$ cat src/rtl/burst_codec_pkg.sv
// burst_codec_pkg: mode/status codes, FSM states and default generator polynomial
// shared by burst_codec_seq and its LFSR divider.
package burst_codec_pkg;

  typedef enum logic [2:0] {
    MODE_IDLE   = 3'b000,
    MODE_ENCODE = 3'b001,
    MODE_DECODE = 3'b010
  } mode_e;

  typedef enum logic [1:0] {
    ST_OK     = 2'b00,
    ST_CORR   = 2'b01,
    ST_UNCORR = 2'b10
  } status_e;

  typedef enum logic [2:0] {
    IDLE,
    SHIFT,
    SYND,
    TRAP,
    FIX,
    DONE
  } state_e;

  // (x^15+1)(x^9+x^4+1)
  localparam logic [24:0] GPOLY_DEFAULT = 25'h1088211;

endpackage

$ cat src/rtl/burst_codec_seq_gf2_lfsr_div.sv
// gf2_lfsr_div: serial GF(2) divider by GPOLY. Supports plain division, division of
// the input premultiplied by x^R (systematic encoding), and a multiply-by-x^(-1) step.
module gf2_lfsr_div
  import burst_codec_pkg::*;
#(
  parameter int unsigned R     = 24,
  parameter logic [R:0]  GPOLY = GPOLY_DEFAULT
) (
  input  logic         clk,
  input  logic         rst,
  input  logic         clear,
  input  logic         shift,
  input  logic         premul,
  input  logic         bit_in,
  input  logic         inv_step,
  output logic [R-1:0] rem
);

  logic [R-1:0] rem_q, rem_d;
  logic [R-1:0] folded;
  logic         fb;

  always_comb begin
    rem_d  = rem_q;
    fb     = 1'b0;
    folded = '0;
    if (clear) begin
      rem_d = '0;
    end else if (shift) begin
      fb    = rem_q[R-1] ^ (premul & bit_in);
      rem_d = {rem_q[R-2:0], bit_in & ~premul} ^ (fb ? GPOLY[R-1:0] : '0);
    end else if (inv_step) begin
      // Adding g when bit 0 is set makes the value divisible by x; g's x^R term
      // lands in the top bit after the right shift.
      folded = rem_q ^ (rem_q[0] ? GPOLY[R-1:0] : '0);
      rem_d  = {rem_q[0], folded[R-1:1]};
    end
  end

  always_ff @(posedge clk) begin
    if (!rst) rem_q <= '0;
    else      rem_q <= rem_d;
  end

  assign rem = rem_q;

endmodule

$ cat src/rtl/burst_codec_seq.sv
// burst_codec_seq: handshaked sequential Fire-code encoder / error-trapping decoder.
// Optional macro BURST_CODEC_STATS_EN adds saturating corr_cnt / uncorr_cnt outputs.
module burst_codec_seq
  import burst_codec_pkg::*;
#(
  parameter int unsigned N     = 64,
  parameter int unsigned K     = 40,
  parameter int unsigned B     = 8,
  parameter logic [N-K:0] GPOLY = GPOLY_DEFAULT
) (
  input  logic                 clk,
  input  logic                 rst,
  input  logic [2:0]           mode,
  input  logic                 start,
  input  logic [N-1:0]         data_in,
  output logic                 busy,
  output logic                 done,
  output logic [N-1:0]         data_out,
  output logic [1:0]           status,
  output logic [$clog2(N)-1:0] burst_pos
`ifdef BURST_CODEC_STATS_EN
  ,
  output logic [15:0]          corr_cnt,
  output logic [15:0]          uncorr_cnt
`endif
);

  localparam int unsigned   R      = N - K;
  localparam int unsigned   PW     = $clog2(N);
  localparam logic [PW-1:0] K_LAST = PW'(K - 1);
  localparam logic [PW-1:0] N_LAST = PW'(N - 1);

  state_e         state_q, state_d;
  logic [PW-1:0]  cnt_q, cnt_d;
  logic           is_dec_q, is_dec_d;
  logic [N-1:0]   cw_q, cw_d;
  logic           hit_q, hit_d;
  logic [PW-1:0]  hit_pos_q, hit_pos_d;
  logic [B-1:0]   hit_pat_q, hit_pat_d;
  logic [N-1:0]   res_data_q, res_data_d;
  logic [1:0]     res_status_q, res_status_d;
  logic [PW-1:0]  res_pos_q, res_pos_d;
  logic [N-1:0]   data_out_q, data_out_d;
  logic [1:0]     status_q, status_d;
  logic [PW-1:0]  burst_pos_q, burst_pos_d;
  logic           done_q, done_d;

  logic           div_clear, div_shift, div_premul, div_bit, div_inv;
  logic [R-1:0]   rem;
  logic [PW-1:0]  sel;
  logic           accept;
  logic [N+B-1:0] burst_wide;
  logic [N-1:0]   fixed_cw;

  gf2_lfsr_div #(
    .R     (R),
    .GPOLY (GPOLY)
  ) u_div (
    .clk      (clk),
    .rst      (rst),
    .clear    (div_clear),
    .shift    (div_shift),
    .premul   (div_premul),
    .bit_in   (div_bit),
    .inv_step (div_inv),
    .rem      (rem)
  );

  assign accept     = start && (mode == MODE_ENCODE || mode == MODE_DECODE);
  // Bits shifted beyond N mean the trapped burst does not lie inside the codeword.
  assign burst_wide = {{N{1'b0}}, hit_pat_q} << hit_pos_q;
  assign fixed_cw   = cw_q ^ burst_wide[N-1:0];

  always_comb begin
    state_d      = state_q;
    cnt_d        = cnt_q;
    is_dec_d     = is_dec_q;
    cw_d         = cw_q;
    hit_d        = hit_q;
    hit_pos_d    = hit_pos_q;
    hit_pat_d    = hit_pat_q;
    res_data_d   = res_data_q;
    res_status_d = res_status_q;
    res_pos_d    = res_pos_q;
    data_out_d   = data_out_q;
    status_d     = status_q;
    burst_pos_d  = burst_pos_q;
    done_d       = 1'b0;
    div_clear    = 1'b0;
    div_shift    = 1'b0;
    div_premul   = 1'b0;
    div_bit      = 1'b0;
    div_inv      = 1'b0;
    sel          = '0;

    unique case (state_q)
      IDLE: begin
        if (accept) begin
          is_dec_d  = (mode == MODE_DECODE);
          cw_d      = data_in;
          cnt_d     = '0;
          hit_d     = 1'b0;
          hit_pos_d = '0;
          hit_pat_d = '0;
          div_clear = 1'b1;
          state_d   = (mode == MODE_DECODE) ? SYND : SHIFT;
        end
      end
      SHIFT: begin
        sel        = K_LAST - cnt_q;
        div_shift  = 1'b1;
        div_premul = 1'b1;
        div_bit    = cw_q[sel];
        cnt_d      = cnt_q + PW'(1);
        if (cnt_q == K_LAST) begin
          cnt_d   = '0;
          state_d = DONE;
        end
      end
      SYND: begin
        sel       = N_LAST - cnt_q;
        div_shift = 1'b1;
        div_bit   = cw_q[sel];
        cnt_d     = cnt_q + PW'(1);
        if (cnt_q == N_LAST) begin
          cnt_d   = '0;
          state_d = TRAP;
        end
      end
      TRAP: begin
        div_inv = 1'b1;
        if (!hit_q && (rem >> B) == '0) begin
          hit_d     = 1'b1;
          hit_pos_d = cnt_q;
          hit_pat_d = rem[B-1:0];
        end
        cnt_d = cnt_q + PW'(1);
        if (cnt_q == N_LAST) begin
          cnt_d   = '0;
          state_d = FIX;
        end
      end
      FIX: begin
        // A zero syndrome always traps at j=0 with an all-zero pattern.
        if (hit_q && hit_pat_q == '0) begin
          res_data_d   = {{R{1'b0}}, cw_q[N-1:R]};
          res_status_d = ST_OK;
          res_pos_d    = '0;
        end else if (hit_q && burst_wide[N+B-1:N] == '0) begin
          res_data_d   = {{R{1'b0}}, fixed_cw[N-1:R]};
          res_status_d = ST_CORR;
          res_pos_d    = hit_pos_q;
        end else begin
          res_data_d   = {{R{1'b0}}, cw_q[N-1:R]};
          res_status_d = ST_UNCORR;
          res_pos_d    = '0;
        end
        state_d = DONE;
      end
      DONE: begin
        done_d = 1'b1;
        if (is_dec_q) begin
          data_out_d  = res_data_q;
          status_d    = res_status_q;
          burst_pos_d = res_pos_q;
        end else begin
          data_out_d  = {cw_q[K-1:0], rem};
          status_d    = ST_OK;
          burst_pos_d = '0;
        end
        state_d = IDLE;
      end
      default: state_d = IDLE;
    endcase
  end

  always_ff @(posedge clk) begin
    if (!rst) begin
      state_q      <= IDLE;
      cnt_q        <= '0;
      is_dec_q     <= 1'b0;
      cw_q         <= '0;
      hit_q        <= 1'b0;
      hit_pos_q    <= '0;
      hit_pat_q    <= '0;
      res_data_q   <= '0;
      res_status_q <= '0;
      res_pos_q    <= '0;
      data_out_q   <= '0;
      status_q     <= '0;
      burst_pos_q  <= '0;
      done_q       <= 1'b0;
    end else begin
      state_q      <= state_d;
      cnt_q        <= cnt_d;
      is_dec_q     <= is_dec_d;
      cw_q         <= cw_d;
      hit_q        <= hit_d;
      hit_pos_q    <= hit_pos_d;
      hit_pat_q    <= hit_pat_d;
      res_data_q   <= res_data_d;
      res_status_q <= res_status_d;
      res_pos_q    <= res_pos_d;
      data_out_q   <= data_out_d;
      status_q     <= status_d;
      burst_pos_q  <= burst_pos_d;
      done_q       <= done_d;
    end
  end

  assign busy      = (state_q != IDLE);
  assign done      = done_q;
  assign data_out  = data_out_q;
  assign status    = status_q;
  assign burst_pos = burst_pos_q;

`ifdef BURST_CODEC_STATS_EN
  logic [15:0] corr_cnt_q, corr_cnt_d;
  logic [15:0] uncorr_cnt_q, uncorr_cnt_d;

  always_comb begin
    corr_cnt_d   = corr_cnt_q;
    uncorr_cnt_d = uncorr_cnt_q;
    if (state_q == DONE && is_dec_q) begin
      if (res_status_q == ST_CORR && corr_cnt_q != '1)
        corr_cnt_d = corr_cnt_q + 16'd1;
      if (res_status_q == ST_UNCORR && uncorr_cnt_q != '1)
        uncorr_cnt_d = uncorr_cnt_q + 16'd1;
    end
  end

  always_ff @(posedge clk) begin
    if (!rst) begin
      corr_cnt_q   <= '0;
      uncorr_cnt_q <= '0;
    end else begin
      corr_cnt_q   <= corr_cnt_d;
      uncorr_cnt_q <= uncorr_cnt_d;
    end
  end

  assign corr_cnt   = corr_cnt_q;
  assign uncorr_cnt = uncorr_cnt_q;
`endif

endmodule

$ cat config.mk
export PLATFORM = sky130hd
export DESIGN_NAME = burst_codec_seq
export DESIGN_NICKNAME = d
export VERILOG_FILES = /design/src/rtl/burst_codec_pkg.sv /design/src/rtl/burst_codec_seq_gf2_lfsr_div.sv /design/src/rtl/burst_codec_seq.sv
export SDC_FILE = /design/constraint.sdc
export NUM_CORES = 1
export LEC_CHECK = 0
export ABC_AREA = 0
export CORE_ASPECT_RATIO = 0.7
export CORE_MARGIN = 1.5
export CORE_UTILIZATION = 49
export CTS_CLUSTER_DIAMETER = 50
export DETAILED_ROUTE_END_ITERATION = 8
export PLACE_DENSITY = 0.72
export SYNTH_ARGS = -nofsm -noshare
export SYNTH_HDL_FRONTEND = slang
export SYNTH_SLANG_ARGS = --single-unit
$ cat constraint.sdc
create_clock -name clk -period 4.1 [get_ports clk]
set_input_delay 0.615 -clock clk [delete_from_list [all_inputs] [get_ports clk]]
set_output_delay 0.615 -clock clk [all_outputs]
set_load 0.005 [all_outputs]
==> metrics.csv <==
metric,value,unit
share of layout cells above drive strength 1,7.48,%
drt drc,0,
type of the worst setup path,reg -> reg,
"Seq/Total Area, Yosys",42.2,%
most frequent cells in the layout,"dfxtp_1, nand2_1, clkdlybuf4s50_1, nor2_1, a21oi_1",
DPL Wire Length,24100,µm
clock slew at reported path FFs,0.07,ns
Antenna Cells,0,
root cell of the clock tree,clkbuf_16,
DR vias/cell,6.03,
yosys warns,0,
Die Width,183,µm
layout net count,1445,
CP Data Arrival Time,3.65,ns
DRT Pass-1 Iters,6,
antenna violations before repair,0,
H-tree Lvls,1,
"Avg Cell Area, Syn",8.60,µm²
Post-synth EDFFs,0,
largest net degree at the start of global routing,91,
Placement Rows,45,
Layout area overhead,21.4,%
setup bufs post-CTS,0,
PwrDens,423,nW/µm²
total of max-cap violations,0,
Synth Instances,1291,
ranking of synthesized cells by area,"dfxtp_1, nand2_1, mux2i_1",
Startpoint Class,register,
Multi-input gate area,5900,µm²
"commonest non-fill, non-tap cell in the layout",dfxtp_1,
post-synthesis async set-or-reset flop share,0,%
CP max stage cell,or4_1,
LEAKAGE,4.26,nW
DRT iter0 DRCs,1114,
cts bufs inserted,25,
max-slew violations,0,
Setup TNS,0,ns
RSZ-0062 raised after global routing,no,
register bit count reported by yosys,234,
highest clock rate,309,MHz
PnR Total Power,5.71,mW
normalized max-slew margin,30.4,%
fin crit share,79.0,%
Hold Worst Slack,0.452,ns
vias in the first global route,9272,
CP Cell Sequence,"mux4_2, mux2i_1, nor2_1, or4_1, nand3_2, a2111oi_0, or3b_1",
cell depth of the worst hold path,2,
Worst path max stage delay,0.77,ns
DIE HEIGHT,129,µm
via count,10083,
Tot GR Track Use,29.0,%
critical path capture point type,register,
post-CTS sizing,0,
WP buf/inv,0,
dominant synthesized flop cell,dfxtp_1,
CTS sink cnt,234,
Overflow after GRT,0,
Critical Path RT,4.51,ns
# setup viols final,0,
"Net Count, Synth",1364,
clock skew,0.0133,ns
Cell variety after synth,68,
post-route ant nets,0,
worst r2r path cells,7,
clk_lat worst skew,0.52,ns
"CP delay by family, top",simple AND/OR/NAND/NOR gates,
I/O pin count,144,
"area leader, netlist",dfxtp_1,
CTS Buffer Depth,3,
WL final,34100,µm
number of cells on the critical path,7,
Starting Density,50.6,%
# fillers,1926,
HP Class,reg -> reg,
area fraction of the dominant cell type after synthesis,42.2,%
status,"complete, no violations",
Max VDD drop,304,µV
Die Footprint,23600,µm²
GPL Wtd Cong,0.962,
"Hold-fix buffers, CTS",0,
Port Buf Inserts,143,
Reg area,4690,µm²
fin crit period,3.24,ns
first-pass GRT wire length,53800,µm
CTS tree,done,
Avg WL per Cell,20.4,µm
final hold vios,0,
worst-path maximum fanout,17,
"Cell Area, Synth",11100,µm²
slew at the pin closest to its max-slew limit,1.04,ns
core area,22000,µm²
==> stage by stage <==
step / instances / util (%) / setup slack, ns / instance area (µm²)
2_1_floorplan: 1291 / - / 1.67 / 11100
6_report: 1672 / 61.4 / 0.862 / 13500
4_1_cts: 1672 / 61.4 / 0.884 / 13500
3_5_place_dp: 1627 / 57.5 / 0.904 / 12600
5_1_grt: 1672 / 61.4 / 0.658 / 13500
3_3_place_gp: 1627 / 57.5 / 0.978 / 12600
==> layer usage <==
metal  global-route usage, %  up-vias  routed length, µm
met5                   0.200        -                  0
met3                    6.17       39               3030
met2                    40.8      439              13800
li1                        -     4826                  -
met4                    5.35        0                533
met1                    45.3     4779              16700
==> worst reg2reg max path, delay by kind of cell (launching register included) <==
| family | cells | cell delay [ns] |
|---|---|---|
| AOI/OAI and AO/OA | 1 | 0.10 |
| DFF | 1 | 0.74 |
| and+or+nand+nor | 4 | 1.40 |
| muxes | 2 | 0.89 |
==> flip-flops by register name, summed over array words and instances (netlist names) <==
signal and cells:
state_q 3, res_data_q 40, cw_q 64, hit_pos_q 6
cnt_q 6, hit_pat_q 8, hit_q 1, status 2
data_out 64, res_pos_q 6, done 1, burst_pos 6
u_div.rem 24, res_status_q 2, is_dec_q 1
==> synth_stat cells, types with 3 or more instances <==
library cell	count
xor2_1	21
nor3b_1	7
ha_1	3
a21oi_1	101
mux4_1	3
nand2b_1	10
dfxtp_1	234
or2_2	3
a31oi_1	13
and2_1	8
and3_1	3
o21ai_0	21
buf_2	9
buf_1	18
mux2_2	3
mux2i_1	69
o22ai_1	14
a311oi_1	19
a211oi_1	71
nor3b_2	5
nand2_1	209
or3_1	10
xnor2_1	18
nor2b_1	8
nor3_1	12
clkbuf_1	79
a22o_1	42
a22oi_1	9
nor2_1	126
inv_1	9
nor4_1	11
clkinv_1	3
nand3_1	27
a21o_1	4
nand4_1	13
buf_6	7
o211ai_1	4
mux4_2	11
a221oi_1	13
or4_1	6
==> cell families (layout without fill, tap and decap cells) <==
group	Yosys count	after routing	share of synthesized area [%]
buffers and inverters	126	225	4.87
XOR/XNOR	39	39	3.08
AO/OA/AOI/OAI	333	333	20.8
flip-flops	234	234	42.2
multiplexers	86	86	9.46
AND/OR/NAND/NOR	470	470	19.3
adder cells (fa/ha/maj)	3	3	0.338
==> cell type report <==
class	count	share of cell area, %
multi-input combinational	931	43.8
inverter	12	0.353
sequential	234	34.8
timing repair buffer	168	12.2
clock inverter	11	1.15
tap	282	2.62
clock buffer	34	5.11
==> final timing paths <==
path | from | endpoint | slack (ns)
worst max-delay path | cnt_q[0] | u_div.rem[0] | 0.86
worst min-delay path | burst_pos[0] | burst_pos[0] | 0.45
worst max register to register | cnt_q[0] | u_div.rem[0] | 0.86
worst min register to register | burst_pos[0] | burst_pos[0] | 0.45
==> power breakdown <==
group	total, mW	internal, mW	switching, mW
sequential	2.59	2.41	0.176
clock	2.35	1.38	0.965
combinational	0.772	0.322	0.450
No activity file was read; power rests on OpenSTA's default activity.
